<file path="src/rtl/mem_port_arb_if.sv">
// mem_port_arb_if: fetch, load/store and memory-macro signals of the shared memory port.
interface mem_port_arb_if #(
  parameter int ADDR_W = 32,
  parameter int DATA_W = 32
);
  logic              if_req;
  logic [ADDR_W-1:0] if_addr;
  logic [DATA_W-1:0] if_rdata;
  logic              if_ack;
  logic              dm_req;
  logic              dm_we;
  logic [ADDR_W-1:0] dm_addr;
  logic [DATA_W-1:0] dm_wdata;
  logic [DATA_W-1:0] dm_rdata;
  logic              dm_ack;
  logic              mem_en;
  logic              mem_we;
  logic [ADDR_W-1:0] mem_addr;
  logic [DATA_W-1:0] mem_wdata;
  logic [DATA_W-1:0] mem_rdata;
  logic              busy;
  modport slave (
    input  if_req, if_addr, dm_req, dm_we, dm_addr, dm_wdata, mem_rdata,
    output if_rdata, if_ack, dm_rdata, dm_ack, mem_en, mem_we, mem_addr, mem_wdata, busy
  );
  modport master (
    output if_req, if_addr, dm_req, dm_we, dm_addr, dm_wdata, mem_rdata,
    input  if_rdata, if_ack, dm_rdata, dm_ack, mem_en, mem_we, mem_addr, mem_wdata, busy
  );
endinterface

</file>
<file path="src/rtl/mem_port_arb.sv">
// mem_port_arb: shares one single-ported fixed-latency memory between fetch and load/store.
module mem_port_arb #(
  parameter int ADDR_W     = 32,
  parameter int DATA_W     = 32,
  parameter int MEM_LAT    = 2,
  parameter int STARVE_MAX = 4
) (
  input logic           clk,
  input logic           rstn,
  mem_port_arb_if.slave bus
);
  typedef enum logic [1:0] {IDLE, ACCESS, RESP} state_t;
  state_t            state, state_n;
  logic              owner_if, we_q, grant_dm, grant_if, lat_done;
  logic [ADDR_W-1:0] addr_q;
  logic [DATA_W-1:0] wdata_q, if_rdata_q, dm_rdata_q;
  logic [2:0]        lat_cnt;
  logic [3:0]        starve_cnt;
  always_comb begin
    grant_dm = bus.dm_req && !(bus.if_req && starve_cnt == 4'(STARVE_MAX));
    grant_if = bus.if_req && !grant_dm;
    lat_done = lat_cnt == 3'(MEM_LAT);
    state_n  = state == IDLE   ? ((grant_dm || grant_if) ? ACCESS : IDLE) :
               state == ACCESS ? (lat_done ? RESP : ACCESS) : IDLE;
  end
  always_ff @(posedge clk or negedge rstn) begin
    if (!rstn) begin
      state      <= IDLE;
      owner_if   <= 1'b0;
      we_q       <= 1'b0;
      addr_q     <= '0;
      wdata_q    <= '0;
      if_rdata_q <= '0;
      dm_rdata_q <= '0;
      lat_cnt    <= '0;
      starve_cnt <= '0;
    end else begin
      state <= state_n;
      if (state == IDLE) begin
        // only a data grant that bypasses a waiting fetch counts toward starvation
        starve_cnt <= (grant_dm && bus.if_req) ?
                      (starve_cnt == 4'(STARVE_MAX) ? starve_cnt : starve_cnt + 4'd1) : 4'd0;
        if (grant_dm || grant_if) begin
          owner_if <= grant_if;
          addr_q   <= grant_dm ? bus.dm_addr : bus.if_addr;
          wdata_q  <= grant_dm ? bus.dm_wdata : '0;
          we_q     <= grant_dm && bus.dm_we;
          lat_cnt  <= 3'd1;
        end
      end else if (state == ACCESS) begin
        if (!lat_done) lat_cnt <= lat_cnt + 3'd1;
        else if (owner_if) if_rdata_q <= bus.mem_rdata;
        else if (!we_q) dm_rdata_q <= bus.mem_rdata;
      end
    end
  end
  assign bus.mem_en    = state == ACCESS;
  assign bus.mem_we    = state == ACCESS && we_q && lat_cnt == 3'd1;
  assign bus.mem_addr  = addr_q;
  assign bus.mem_wdata = wdata_q;
  assign bus.if_ack    = state == RESP && owner_if;
  assign bus.dm_ack    = state == RESP && !owner_if;
  assign bus.busy      = state != IDLE;
  assign bus.if_rdata  = if_rdata_q;
  assign bus.dm_rdata  = dm_rdata_q;
endmodule

</file>
<file path="src/flat_wrapper.sv">
// flat-port wrapper written by rule: the top's interface ports become plain ports
module mem_port_arb_flat 
#(
  parameter int ADDR_W     = 32,
  parameter int DATA_W     = 32,
  parameter int MEM_LAT    = 2,
  parameter int STARVE_MAX = 4
)
  (clk, rstn, bus_if_req, bus_if_addr, bus_dm_req, bus_dm_we, bus_dm_addr, bus_dm_wdata, bus_mem_rdata, bus_if_rdata, bus_if_ack, bus_dm_rdata, bus_dm_ack, bus_mem_en, bus_mem_we, bus_mem_addr, bus_mem_wdata, bus_busy);
  mem_port_arb_if #(.ADDR_W(ADDR_W), .DATA_W(DATA_W)) bus_i ();
  input logic clk;
  input logic rstn;
  input wire logic [$bits(bus_i.if_req)-1:0] bus_if_req;
  input wire logic [$bits(bus_i.if_addr)-1:0] bus_if_addr;
  input wire logic [$bits(bus_i.dm_req)-1:0] bus_dm_req;
  input wire logic [$bits(bus_i.dm_we)-1:0] bus_dm_we;
  input wire logic [$bits(bus_i.dm_addr)-1:0] bus_dm_addr;
  input wire logic [$bits(bus_i.dm_wdata)-1:0] bus_dm_wdata;
  input wire logic [$bits(bus_i.mem_rdata)-1:0] bus_mem_rdata;
  output wire logic [$bits(bus_i.if_rdata)-1:0] bus_if_rdata;
  output wire logic [$bits(bus_i.if_ack)-1:0] bus_if_ack;
  output wire logic [$bits(bus_i.dm_rdata)-1:0] bus_dm_rdata;
  output wire logic [$bits(bus_i.dm_ack)-1:0] bus_dm_ack;
  output wire logic [$bits(bus_i.mem_en)-1:0] bus_mem_en;
  output wire logic [$bits(bus_i.mem_we)-1:0] bus_mem_we;
  output wire logic [$bits(bus_i.mem_addr)-1:0] bus_mem_addr;
  output wire logic [$bits(bus_i.mem_wdata)-1:0] bus_mem_wdata;
  output wire logic [$bits(bus_i.busy)-1:0] bus_busy;
  assign bus_i.if_req = bus_if_req;
  assign bus_i.if_addr = bus_if_addr;
  assign bus_i.dm_req = bus_dm_req;
  assign bus_i.dm_we = bus_dm_we;
  assign bus_i.dm_addr = bus_dm_addr;
  assign bus_i.dm_wdata = bus_dm_wdata;
  assign bus_i.mem_rdata = bus_mem_rdata;
  assign bus_if_rdata = bus_i.if_rdata;
  assign bus_if_ack = bus_i.if_ack;
  assign bus_dm_rdata = bus_i.dm_rdata;
  assign bus_dm_ack = bus_i.dm_ack;
  assign bus_mem_en = bus_i.mem_en;
  assign bus_mem_we = bus_i.mem_we;
  assign bus_mem_addr = bus_i.mem_addr;
  assign bus_mem_wdata = bus_i.mem_wdata;
  assign bus_busy = bus_i.busy;
  mem_port_arb #(.ADDR_W(ADDR_W), .DATA_W(DATA_W), .MEM_LAT(MEM_LAT), .STARVE_MAX(STARVE_MAX)) u_core (.clk(clk), .rstn(rstn), .bus(bus_i));
endmodule
</file>
<file path="config.mk">
export PLATFORM = sky130hd
export DESIGN_NAME = mem_port_arb_flat
export DESIGN_NICKNAME = d
export VERILOG_FILES = /design/src/rtl/mem_port_arb_if.sv /design/src/rtl/mem_port_arb.sv /design/src/flat_wrapper.sv
export SDC_FILE = /design/constraint.sdc
export NUM_CORES = 1
export LEC_CHECK = 0
export CORE_AREA = 8 8 125 127
export CTS_CLUSTER_SIZE = 16
export DETAILED_ROUTE_END_ITERATION = 8
export DIE_AREA = 0 0 133 135
export PLACE_DENSITY = 0.86
export SLEW_MARGIN = 20
export SYNTH_ARGS = -nofsm -noshare
export SYNTH_HDL_FRONTEND = slang
export SYNTH_SLANG_ARGS = --single-unit
</file>
<file path="constraint.sdc">
create_clock -name clk -period 3.4 [get_ports clk]
set_input_delay 0.34 -clock clk [delete_from_list [all_inputs] [get_ports clk]]
set_output_delay 0.34 -clock clk [all_outputs]
set_load 0.05 [all_outputs]
</file>
==> flow_summary.json <==
{
  "start_util_pct": 44.4,
  "first_global_vias": 5662,
  "grt_pass1_wl_um": 30700,
  "n_antenna_cell": 0,
  "power_per_cell_area_nw_per_um2": 1140,
  "die_area_um2": 18000,
  "drt_iter0_markers": 354,
  "hold_viol": 0,
  "layout-drive-gt1-share_pct": 6.46,
  "cap_violations": 0,
  "wl_per_cell_um": 20.9,
  "cts_inserted_buffers": 17,
  "io_buffer_count": 265,
  "place_hpwl_um": 13900,
  "worstSetupStartpointType": "flip-flop",
  "ys_types": 36,
  "worst-setup-path-type": "reg -> out",
  "dr.pass1.iters": 5,
  "core_um2": 13600,
  "status": "finished, final reports clean",
  "die_h_um": 135,
  "grt_antenna_before_repair": 0,
  "period_share_pct": 79.4,
  "crit_path_max_fanout": 7,
  "clock_path_buffers": 2,
  "htree_levels": 4,
  "use_met3_pct": 6.24,
  "holdBufCountCts": 1,
  "place.gp.congestion": 0.823,
  "irDropWorstVdd_mv": 0.590,
  "fp.dieW_um": 133,
  "max-slew-margin-rel_pct": 31.8,
  "area_delta_synth_final_pct": 55.6,
  "grt_util_all_layers_pct": 21.3,
  "cts_tree": "done",
  "hold_class": "reg -> reg",
  "gr-total-overflow": 0,
  "netlist_area_um2": 6040,
  "drcViolationCount": 0,
  "worstMarginPinSlew_ns": 1.02,
  "setup_violations": 0,
  "vias_per_cell": 5.71,
  "whs_ns": 0.488,
  "clock-sinks": 139,
  "ant_nets": 0,
  "num_io_pins": 266,
  "cts_setup_buffers": 0,
  "max_freq_ghz": 0.370,
  "rsz0062_at_grt": "false",
  "syn_inst": 502,
  "design_area_um2": 9400,
  "busiest_layer": "met2",
  "clk_latency_ns": 0.40,
  "met2_usage_pct": 35.6,
  "fill_cells": 931,
  "p_leak_nw": 3.81,
  "grt_max_degree": 104,
  "wl_um": 19600,
  "placed_cell_area_um2": 8770,
  "nNetsFinal": 883,
  "cp-end-kind": "output port",
  "ctsResizeCount": 0,
  "maxSlewViolCount": 0,
  "use_met1_pct": 25.7,
  "r2r_slack_ns": 1.25,
  "setup_tns_ns": 0,
  "ys_seq_area_share_pct": 57.6,
  "num_rows": 43,
  "worstPathRequired_ns": 3.06,
  "ys_warn_count": 0,
  "cts.clk_slew.worst_paths_ns": 0.06,
  "cts-root-buf": "clkbuf_16",
  "synth_seq_cells": 139,
  "via_count": 5358,
  "clock_skew_ns": 0.0115,
  "synth.avg_cell_area_um2": 12.0,
  "fin_crit_ns": 2.70,
  "syn-num-nets": 640,
  "worstPathArrival_ns": 2.36
}
per-stage QoR:
step           std cells  total power [mW]  worst slack, ns  utilization [%]
6_report             938              10.7            0.699             69.1
4_1_cts              938              10.8            0.670             69.1
5_1_grt              938              11.2            0.556             69.1
3_5_place_dp         905              8.80            0.981             64.4
3_3_place_gp         905              8.64             1.11             64.4
2_1_floorplan        502              6.63             1.17                -
layout make-up:
cell class | instances | area (um^2) | share of cell area, %
Clock buffer | 19 | 433 | 4.60
Clock inverter | 13 | 189 | 2.01
Inverter | 7 | 26.3 | 0.279
Multi-Input combinational cell | 304 | 2300 | 24.4
Sequential cell | 139 | 3480 | 37.0
Tap cell | 180 | 225 | 2.40
Timing Repair Buffer | 276 | 2750 | 29.3
power breakdown:
part	internal, mW	switching (mW)
combinational	1.97	3.91
clock	1.23	0.695
sequential	2.42	0.478
total	5.63	5.08
registers in the layout, indices dropped and copies added, names as in the netlist:
signal and cells:
u_core.bus.dm_rdata 32, u_core.bus.if_rdata 32, u_core.bus.mem_addr 32, u_core.bus.mem_wdata 32, u_core.lat_cnt 3, u_core.owner_if 1
u_core.starve_cnt 4, u_core.state 2, u_core.we_q 1
placed cells by master (no fill, tap or decap), types with 3 or more instances in the layout:
cell             instances
buf_4                    9
bufinv_16                4
clkbuf_16               17
clkdlybuf4s50_1        264
dfrtp_1                139
ha_1                     5
inv_1                    7
inv_6                    3
mux2_1                  60
mux2_2                   4
nand2_1                  8
nand3_1                 68
nand4_1                 32
nor2_1                   3
o2111ai_1               32
o21ai_0                 35
o2bb2ai_1               34
cells in the mapped netlist, drive strengths merged:
cell type | number | area share (%)
a21oi | 1 | 0.083
and3 | 1 | 0.10
a22oi | 1 | 0.12
o2bb2ai | 34 | 4.9
nand4 | 32 | 3.3
nand2b | 1 | 0.10
o21ai | 35 | 2.9
buf | 24 | 2.3
clkbuf | 28 | 1.7
and3b | 1 | 0.15
nor4bb | 1 | 0.17
mux2i | 2 | 0.33
and4b | 1 | 0.17
inv | 7 | 0.44
a32o | 1 | 0.17
o21a | 1 | 0.12
o22ai | 1 | 0.10
and4bb | 1 | 0.21
dfrtp | 139 | 58
nor3 | 2 | 0.17
nand3 | 68 | 5.6
nand2 | 10 | 0.70
mux2 | 64 | 12
o2111ai | 32 | 4.6
a21boi | 1 | 0.12
or2 | 1 | 0.10
nor2 | 4 | 0.25
ha | 5 | 1.0
nor3b | 1 | 0.12
nand4b | 1 | 0.15
nor2b | 1 | 0.10
logic make-up after synthesis:
group / synth area share [%]
AOI/OAI and AO/OA: 13.2
adders and majority gates: 1.04
buffers and inverters: 4.49
DFF: 57.6
muxes: 12.3
and+or+nand+nor: 11.4
routing by layer:
layer | share of wire, % | vias to the layer above
met5 | 0 | -
met4 | 2.0 | 0
met3 | 7.6 | 33
met2 | 49 | 287
met1 | 41 | 2635
li1 | - | 2403
final timing paths:
path / cells after the start / endpoint / startpoint
setup / recovery: 4 / bus_mem_we / u_core.state[0]
hold / removal: 1 / u_core.bus.dm_rdata[28] / u_core.bus.dm_rdata[28]
setup reg to reg: 5 / u_core.owner_if / u_core.state[1]
hold reg to reg: 1 / u_core.bus.dm_rdata[28] / u_core.bus.dm_rdata[28]
max in group asynchronous: 3 / u_core.bus.mem_addr[12] / rstn
min in group asynchronous: 2 / u_core.bus.if_rdata[27] / rstn
critical path, cell delays in order (launching register included):
cell and delay [ns]:
dfrtp_1 0.48, nor2b_1 0.40, nand3_1 0.13, nor2_1 0.12, clkdlybuf4s50_1 0.82
Power figures use the tool's default switching activity.
